[src/rtl/si_dac_rx_pkg.sv]
// Shared types and helpers for the serial DAC link receiver and its transmitter bench.
// code_to_volts maps a DAC code to its output voltage for a given reference.
package si_dac_pkg;

    localparam int DATA_W_DEF      = 12;
    localparam int SYNC_STAGES_DEF = 2;

    typedef enum logic [1:0] {
        IDLE  = 2'd0,
        SHIFT = 2'd1,
        LOAD  = 2'd2
    } rx_state_e;

    function automatic real code_to_volts(input logic [31:0] code,
                                          input int          vref_mv,
                                          input int          data_w = DATA_W_DEF);
        return (real'(vref_mv) / 1000.0) * real'(code) / (2.0 ** data_w);
    endfunction

endpackage

[src/rtl/si_dac_rx_sync_edge.sv]
// N-stage synchronizer for one asynchronous link wire, with a history flop
// that turns the synced level into single-cycle rise/fall pulses.
module si_dac_sync_edge #(
    parameter int STAGES = 2
) (
    input  logic clk_i,
    input  logic rst_ni,
    input  logic d_i,
    output logic level_o,
    output logic rise_o,
    output logic fall_o
);

    logic [STAGES-1:0] sync_q;
    logic              hist_q;

    always_ff @(posedge clk_i) begin
        if (!rst_ni) begin
            sync_q <= '0;
            hist_q <= 1'b0;
        end else begin
            sync_q <= {sync_q[STAGES-2:0], d_i};
            hist_q <= sync_q[STAGES-1];
        end
    end

    assign level_o = sync_q[STAGES-1];
    assign rise_o  = sync_q[STAGES-1] & ~hist_q;
    assign fall_o  = ~sync_q[STAGES-1] & hist_q;

endmodule

[src/rtl/si_dac_rx.sv]
// Receive side of the 3-wire serial DAC link: oversample, shift MSB first, commit on not_ld rise.
// Define SI_DAC_RX_VOUT_EN to add the simulation-only analog output a_out.
module si_dac_rx
    import si_dac_pkg::*;
#(
    parameter int DATA_W      = DATA_W_DEF,
    parameter int SYNC_STAGES = SYNC_STAGES_DEF,
    parameter int VREF_MV     = 5000
) (
    input  logic              clk,
    input  logic              rst_n,
    input  logic              en,
    input  logic              sck,
    input  logic              si,
    input  logic              not_ld,
    output logic [DATA_W-1:0] pdata,
    output logic              data_valid,
    output logic              frame_err,
    output logic              busy
`ifdef SI_DAC_RX_VOUT_EN
    ,
    output real               a_out
`endif
);

    localparam int                CNT_W    = $clog2(DATA_W + 2);
    localparam logic [CNT_W-1:0]  CNT_FULL = CNT_W'(DATA_W);
    localparam logic [CNT_W-1:0]  CNT_SAT  = CNT_W'(DATA_W + 1);

    if (SYNC_STAGES < 2) begin : g_bad_sync
        $error("si_dac_rx: SYNC_STAGES must be at least 2");
    end
    if (VREF_MV < 1) begin : g_bad_vref
        $error("si_dac_rx: VREF_MV must be positive");
    end

    logic sck_rise;
    logic ld_rise;
    logic ld_fall;
    logic si_sync;

    si_dac_sync_edge #(.STAGES(SYNC_STAGES)) u_sync_sck (
        .clk_i   (clk),
        .rst_ni  (rst_n),
        .d_i     (sck),
        .level_o (),
        .rise_o  (sck_rise),
        .fall_o  ()
    );

    si_dac_sync_edge #(.STAGES(SYNC_STAGES)) u_sync_ld (
        .clk_i   (clk),
        .rst_ni  (rst_n),
        .d_i     (not_ld),
        .level_o (),
        .rise_o  (ld_rise),
        .fall_o  (ld_fall)
    );

    si_dac_sync_edge #(.STAGES(SYNC_STAGES)) u_sync_si (
        .clk_i   (clk),
        .rst_ni  (rst_n),
        .d_i     (si),
        .level_o (si_sync),
        .rise_o  (),
        .fall_o  ()
    );

    rx_state_e         state_q;
    logic [DATA_W-1:0] shift_q;
    logic [CNT_W-1:0]  bit_cnt_q;
    logic [CNT_W-1:0]  bit_cnt_d;
    logic [DATA_W-1:0] pdata_q;
    logic              valid_q;
    logic              err_q;

    // Overrun is remembered by parking the count one past a full word.
    assign bit_cnt_d = (bit_cnt_q == CNT_SAT) ? CNT_SAT : bit_cnt_q + 1'b1;

    always_ff @(posedge clk) begin
        if (!rst_n) begin
            state_q   <= IDLE;
            shift_q   <= '0;
            bit_cnt_q <= '0;
            pdata_q   <= '0;
            valid_q   <= 1'b0;
            err_q     <= 1'b0;
        end else begin
            valid_q <= 1'b0;
            err_q   <= 1'b0;
            if (!en) begin
                state_q <= IDLE;
            end else begin
                case (state_q)
                    IDLE: begin
                        if (ld_fall) begin
                            bit_cnt_q <= '0;
                            state_q   <= SHIFT;
                        end
                    end
                    SHIFT: begin
                        // A load edge landing with a clock edge closes the frame first.
                        if (ld_rise) begin
                            state_q <= LOAD;
                        end else if (sck_rise) begin
                            shift_q   <= {shift_q[DATA_W-2:0], si_sync};
                            bit_cnt_q <= bit_cnt_d;
                        end
                    end
                    LOAD: begin
                        if (bit_cnt_q == CNT_FULL) begin
                            pdata_q <= shift_q;
                            valid_q <= 1'b1;
                        end else begin
                            err_q <= 1'b1;
                        end
                        state_q <= IDLE;
                    end
                    default: state_q <= IDLE;
                endcase
            end
        end
    end

    assign pdata      = pdata_q;
    assign data_valid = valid_q;
    assign frame_err  = err_q;
    assign busy       = (state_q == SHIFT);

`ifdef SI_DAC_RX_VOUT_EN
    assign a_out = code_to_volts(32'(pdata_q), VREF_MV, DATA_W);
`endif

endmodule

[config.mk]
export PLATFORM = sky130hd
export DESIGN_NAME = si_dac_rx
export DESIGN_NICKNAME = d
export VERILOG_FILES = /design/src/rtl/si_dac_rx_pkg.sv /design/src/rtl/si_dac_rx_sync_edge.sv /design/src/rtl/si_dac_rx.sv
export SDC_FILE = /design/constraint.sdc
export NUM_CORES = 1
export LEC_CHECK = 0
export CORE_MARGIN = 1.5
export CORE_UTILIZATION = 53
export DETAILED_ROUTE_END_ITERATION = 10
export PLACE_DENSITY = 0.77
export SLEW_MARGIN = 20
export SYNTH_ARGS = -nofsm -noshare
export SYNTH_HDL_FRONTEND = slang
export SYNTH_SLANG_ARGS = --single-unit
[constraint.sdc]
create_clock -name clk -period 1.45 [get_ports clk]
set_input_delay 0.29 -clock clk [delete_from_list [all_inputs] [get_ports clk]]
set_output_delay 0.29 -clock clk [all_outputs]
set_load 0.03 [all_outputs]
==> metrics.md, run 1 <==
| Metric | Value |
|---|---|
| Die Y | `57.17 um` |
| Slew Limit Fails | `0` |
| Post-synth EDFFs | `0` |
| Worst Hold Depth | `1` |
| Most frequent cells after synthesis | `dfxtp_1, nor2b_1, mux2i_1` |
| Grt ovf | `0` |
| # hold bufs at CTS | `0` |
| Synth top area share | `approximately 51%` |
| Root buf cell | `clkbuf_4` |
| Maxcap violations | `0` |
| Die area | `between 3000 and 4000 um^2` |
| Filler instances | `~230` |
| Top-count cell post-synth | `dfxtp_1` |
| Avg WL per Cell | `12.21 um` |
| # port buffers | `20` |
| Core Util, Final | `around 67%` |
| Syn avg cell area | `between 10 and 15 um^2` |
| Clock Skew | `0.008310 ns` |
| Primary flip-flop cell chosen by synthesis mapping | `dfxtp_1` |
| Dominant cell type by area after synthesis | `dfxtp_1` |
| Crit path max-delay family | `buffers and inverters` |
| Setup TNS | `0 ns` |
| GPL Wtd Cong | `between 0.8 and 0.9` |
| Global Route Usage Sum | `18.00%` |
| Area occupied by multi-input gates | `695.7 um^2` |
| Vias | `between 1,000 and 1,500` |
| F_max | `about 700 MHz` |
| Post-Syn Area | `1555 um^2` |
| Slew @ Worst Pin | `just over 0.4 ns` |
| Detail Placement HPWL | `1704 um` |
| Total CTS buffers | `5` |
| CTS sink count | `40` |
| Crit path depth | `1` |
| Post-DRT Antenna Nets | `0` |
| # DRC | `0` |
| Yosys reg bits | `40` |
| Die width | `between 50 and 60 um` |
| Arrival time worst endpoint | `roughly 1.1 ns` |
| WL final | `2441 um` |
| Outcome | `finished clean` |
| Startpoint type of the worst setup path | `flop` |
| Warnings from Yosys | `0` |
| Later-pin clock latency in the skew report | `0.34 ns` |
| Bufs and invs on worst path | `1` |
| Endpoints failing hold | `0` |
| Leakage | `about 0.0007 uW` |
| Initial antenna violation count | `0` |
| CP max stage cell | `dlygate4sd2_1` |
| Post-synthesis sequential area ratio | `51.49%` |
| Core Region | `around 2800 um^2` |
| Drt first-iter violations | `25` |
| CTS tree | `built` |
| Crit end category | `output port` |
| Synth Instances | `141` |
| Sequential Area | `805.8 um^2` |
| Unique cell type count in the Yosys netlist | `30` |
| FF-to-FF path depth | `5` |
| Period Utilization, post-route | `a little over nine tenths` |
| Worst-case clock buffer depth | `2` |
| Syn Nets | `between 100 and 150` |
| FP Rows | `19` |
| N_diodes | `0` |
| Drt via density | `5.290` |
| CTS clk-pin slew, worst paths | `around 0.11 ns` |
| Initial Util | `a little under three fifths` |
| HP Class | `flop to flop` |
| Pwr per Cell Area | `915.8 nW/um^2` |
| Final setup fails | `0` |
| Slew headroom | `between 70% and 80%` |
| Htree depth | `2` |
| Layout cells sized above 1 | `between 10% and 20%` |
| Crit path kind | `flop to output port` |
| First-pass GRT wire length | `roughly 4500 um` |
| Largest net degree at the start of global routing | `25` |
| Worst EP required | `~1.2 ns` |
| Number of global-route vias before repair | `1,097` |
| Layout Nets | `174` |
| Asr flop ratio synth | `0%` |
| Final Critical Period | `roughly 1.4 ns` |
| CP cell instances | `dlygate4sd2_1` |
| Max incr delay on CP | `0.40 ns` |
| Post-CTS setup buffer count | `0` |
| Synth area leaders | `dfxtp_1, mux2i_1, nor2b_1` |
| First-pass detailed-route iteration total | `4` |
| I/O pin cnt | `21` |
| Layout area overhead | `20.19%` |
| Largest fanout on the critical path | `2` |
| Peak VDD IR | `around 790 uV` |
## cells by family (layout without fill, tap and decap cells)
family	count (synthesis)	in the layout	synth area share, %
simple gates	55	55	22.12
flops	40	40	51.49
mux	24	24	15.45
compound gates	12	12	6.275
buf+inv	10	38	4.665
## stage by stage
stage	cell area, um^2	power, uW	std cells	setup WS (ns)	hold WS [ns]
after floorplan	1555	1172	141	0.03776	0.4119
after detailed placement	1812	1202	192	-0.2397	0.4209
final	1869	1712	200	0.06175	0.4448
after global routing	1869	1777	200	-0.00001066	0.4716
after CTS	1849	1738	200	0.02780	0.4483
after global placement	1812	1200	192	-0.1861	0.4190
## worst paths after layout
kind	to	slack (ns)	start
worst min-delay path	u_sync_si.sync_q[1]$_SDFF_PN0_	0.44	u_sync_si.sync_q[0]$_SDFF_PN0_
worst min register to register	u_sync_si.sync_q[1]$_SDFF_PN0_	0.44	u_sync_si.sync_q[0]$_SDFF_PN0_
worst max register to register	pdata[2]$_SDFFE_PN0P_	0.07	bit_cnt_q[1]$_SDFFE_PN0P_
worst max-delay path	pdata[2]	0.06	pdata[2]$_SDFFE_PN0P_
## flip-flops by register name, indices dropped and copies added, names as in the netlist
register / flops
u_sync_ld.hist_q: 1
u_sync_sck.sync_q: 2
pdata: 12
u_sync_ld.sync_q: 2
state_q: 2
data_valid: 1
u_sync_si.sync_q: 2
bit_cnt_q: 4
shift_q: 12
frame_err: 1
u_sync_sck.hist_q: 1
## where the power goes
group | leakage (uW) | switching (uW) | total [uW] | internal (uW)
registers | 0.000326 | 3.44 | 1110 | 1110
logic | 0.000345 | 28.6 | 67.6 | 39.0
clock network | 0.0000295 | 338 | 533 | 195
## cell usage in the layout (no fill, tap or decap), types with 2 or more instances in the layout
master,count
dfxtp_1,36
nor2b_1,27
mux2i_1,23
dlygate4sd2_1,14
and2_1,9
buf_4,7
clkbuf_4,5
clkdlybuf4s50_1,5
nand2_1,4
dfxtp_2,4
o221a_2,3
nor2_1,3
a31oi_1,2
a211oi_1,2
nor3_1,2
clkbuf_1,2
buf_12,2
## area by class of cell
cell class                      instances  area share (%)
Clock buffer                            7           2.410
Inverter                                2          0.5355
Multi-Input combinational cell         91           37.22
Clock inverter                          1          0.4685
Timing Repair Buffer                   28           14.19
Sequential cell                        40           43.11
Tap cell                               31           2.075
## layer usage
metal  track usage, %  up-vias  share of wire (%)
li1                 -      535                  -
met1            22.72      481                 46
met2            27.91       34                 46
met3            4.762        8                5.0
met4            10.30        0                2.3
met5                0        -                  0
## what timing repair did
action                                  in CTS  in global routing
cloned                                       0                  0
endpoints found under the setup margin      15                 24
gates resized for setup                     15                  8
Note: power is estimated with default switching activity, not from simulation.
==> inputs of run 2 (changes only) <==
--- a/config.mk
+++ b/config.mk
@@ -5,10 +5,13 @@
 export SDC_FILE = /design/constraint.sdc
 export NUM_CORES = 1
 export LEC_CHECK = 0
+export CAP_MARGIN = 10
 export CORE_MARGIN = 1.5
-export CORE_UTILIZATION = 53
+export CORE_UTILIZATION = 56
+export CTS_BUF_LIST = sky130_fd_sc_hd__clkbuf_2 sky130_fd_sc_hd__clkbuf_4 sky130_fd_sc_hd__clkbuf_8
 export DETAILED_ROUTE_END_ITERATION = 10
-export PLACE_DENSITY = 0.77
+export PLACE_DENSITY = 0.81
+export REMOVE_ABC_BUFFERS = 1
 export SLEW_MARGIN = 20
 export SYNTH_ARGS = -nofsm -noshare
 export SYNTH_HDL_FRONTEND = slang
==> run 2 against run 1 <==
Effect of this change:
- core utilization grew 7.4 points
- combinational power is essentially flat
- worst setup slack lost 0.013 ns
- non-clock buffer count shrank 1
- sequential power is essentially flat
- global-route usage grew 0.27 points
- die area shrank 5.1%
- sequential share of layout area shrank 0.81 points
- worst hold slack gained 0.0025 ns
- critical path depth grew 4
- maximum frequency shrank 0.95%
- count of clock-buffer cells in the layout is the same
- critical path type is now flop to flop
- highest routed layer unchanged
==> metrics.md, run 2 (same netlist as run 1, synthesis figures left out) <==
| Metric | Value |
|---|---|
| Layout area overhead | `22.12%` |
| Slew @ Worst Pin | `approximately 0.31 ns` |
| Commonest non-fill, non-tap cell in the layout | `dfxtp_1` |
| Number of global-route vias before repair | `970` |
| Overall Power | `around 1800 uW` |
| Die area | `between 3000 and 4000 um^2` |
| Drt first-iter violations | `7` |
| FP Rows | `18` |
| Pwr per Cell Area | `roughly 940 nW/um^2` |
| Drt via density | `approximately 5.4` |
| Grt ovf | `0` |
| Slew headroom | `about four fifths` |
| F_max | `a little over 700 MHz` |
| Initial Util | `61.11%` |
| Placed cell count | `190` |
| Leakage | `between 0.0007 and 0.0008 uW` |
| DP Area | `1815 um^2` |
| WL final | `2613 um` |
| Area occupied by multi-input gates | `approximately 700 um^2` |
| CTS clk-pin slew, worst paths | `0.11 ns` |
| Worst Setup SP | `bit_cnt_q[1]$_SDFFE_PN0P_` |
| # DRC | `0` |
| GPL Wtd Cong | `~0.74` |
| RR Startpoint | `bit_cnt_q[1]$_SDFFE_PN0P_` |
| Die width | `~56 um` |
| Htree depth | `2` |
| Unrepaired setup endpoints after global routing | `no` |
| Crit end category | `flop` |
| CTS tree | `built` |
| Avg WL per Cell | `~13 um` |
| Endpoints failing hold | `0` |
| Later-pin clock latency in the skew report | `approximately 0.34 ns` |
| Startpoint type of the worst setup path | `flop` |
| Core Region | `approximately 2500 um^2` |
| Layout Nets | `~170` |
| CTS sink count | `40` |
| # port buffers | `20` |
| First-pass detailed-route iteration total | `4` |
| Setup TNS | `0 ns` |
| Layout cells sized above 1 | `approximately 18%` |
| Post-CTS setup buffer count | `0` |
| Filler instances | `189` |
| Detail Placement HPWL | `between 1500 and 2000 um` |
| Sequential Area | `between 800 and 900 um^2` |
| Setup WS post-layout | `just under 0.05 ns` |
| Crit path kind | `flop to flop` |
| Outcome | `finished clean` |
| Final instance area | `around 1900 um^2` |
| HP Class | `flop to flop` |
| Clock Skew | `between 0.003 and 0.004 ns` |
| Die Y | `55.70 um` |
| N_diodes | `0` |
| I/O pin cnt | `21` |
| Largest net degree at the start of global routing | `41` |
| Vias | `about 1,100` |
| Period Utilization, post-route | `a little over nine tenths` |
| Fin cells | `around 200` |
| Final Critical Period | `around 1.4 ns` |
| Total CTS buffers | `5` |
| Arrival time worst endpoint | `~1.7 ns` |
| # hold bufs at CTS | `0` |
| Post-DRT Antenna Nets | `0` |
| Slew Limit Fails | `0` |
| Initial antenna violation count | `0` |
| HP Start | `u_sync_ld.sync_q[0]$_SDFF_PN0_` |
| Root buf cell | `clkbuf_4` |
| Peak VDD IR | `~860 uV` |
| Commonest non-fill, non-tap cells in the layout | `dfxtp_1, nor2b_1, mux2i_1, dlygate4sd2_1, and2_1` |
| Maxcap violations | `0` |
| Largest fanout on the critical path | `12` |
| Global Route Usage Sum | `18.28%` |
| Dpl ws | `-0.2528 ns` |
| Final setup fails | `0` |
| Worst EP required | `~1.7 ns` |
| First-pass GRT wire length | `roughly 4400 um` |
| Worst-case clock buffer depth | `2` |
run 2: changes by cell type in the layout (fill, tap and decap cells not counted), sizes merged:
cell / delta
dlygate4sd2: -1
clkbuf: +1
buf: -1
clkinv: -1
clkinvlp: +1
run 2: per-layer routing:
layer	global-route usage, %	vias up	routed length, um
met4	9.408	0	52
met2	29.76	28	1286
met5	0	-	0
li1	-	533	-
met3	4.884	7	110
met1	22.06	500	1164
run 2: what timing repair did:
action                                  CTS  global route
resized for setup                        14            13
endpoints found under the setup margin   14            11
pin swaps                                 0             1
cloned                                    0             0
run 2: metrics by stage:
step,utilization (%),hold slack [ns]
after floorplan,-,0.4038
after global placement,71.34,0.4141
after detailed placement,71.34,0.4213
after CTS,73.25,0.4495
after global routing,74.63,0.4671
final,74.63,0.4473
run 2: cell type report:
class / count / share of cell area [%]
multi-input combinational: 91 / 37.48
inverter: 2 / 0.5270
sequential: 40 / 42.29
timing repair buffer: 27 / 14.23
tap: 30 / 1.976
clock buffer: 7 / 3.096
clock inverter: 1 / 0.3953
run 2: worst paths after layout:
path	endpoint	slack, ns	depth (start not counted)
worst max-delay path	pdata[1]$_SDFFE_PN0P_	0.05	5
worst min-delay path	u_sync_ld.sync_q[1]$_SDFF_PN0_	0.45	1
worst max register to register	pdata[1]$_SDFFE_PN0P_	0.05	5
worst min register to register	u_sync_ld.sync_q[1]$_SDFF_PN0_	0.45	1
run 2: power by group:
part / total [uW] / internal, uW / switching (uW)
registers: 1110 / 1110 / 3.09
clock network: 601 / 256 / 344
logic: 67.3 / 38.5 / 28.7
run 2: critical path: stages, from the launching register on:
cell and delay [ns]:
dfxtp_1 0.35, and4bb_1 0.30, and3_4 0.21, buf_12 0.16, mux2i_4 0.22, nor2b_1 0.06
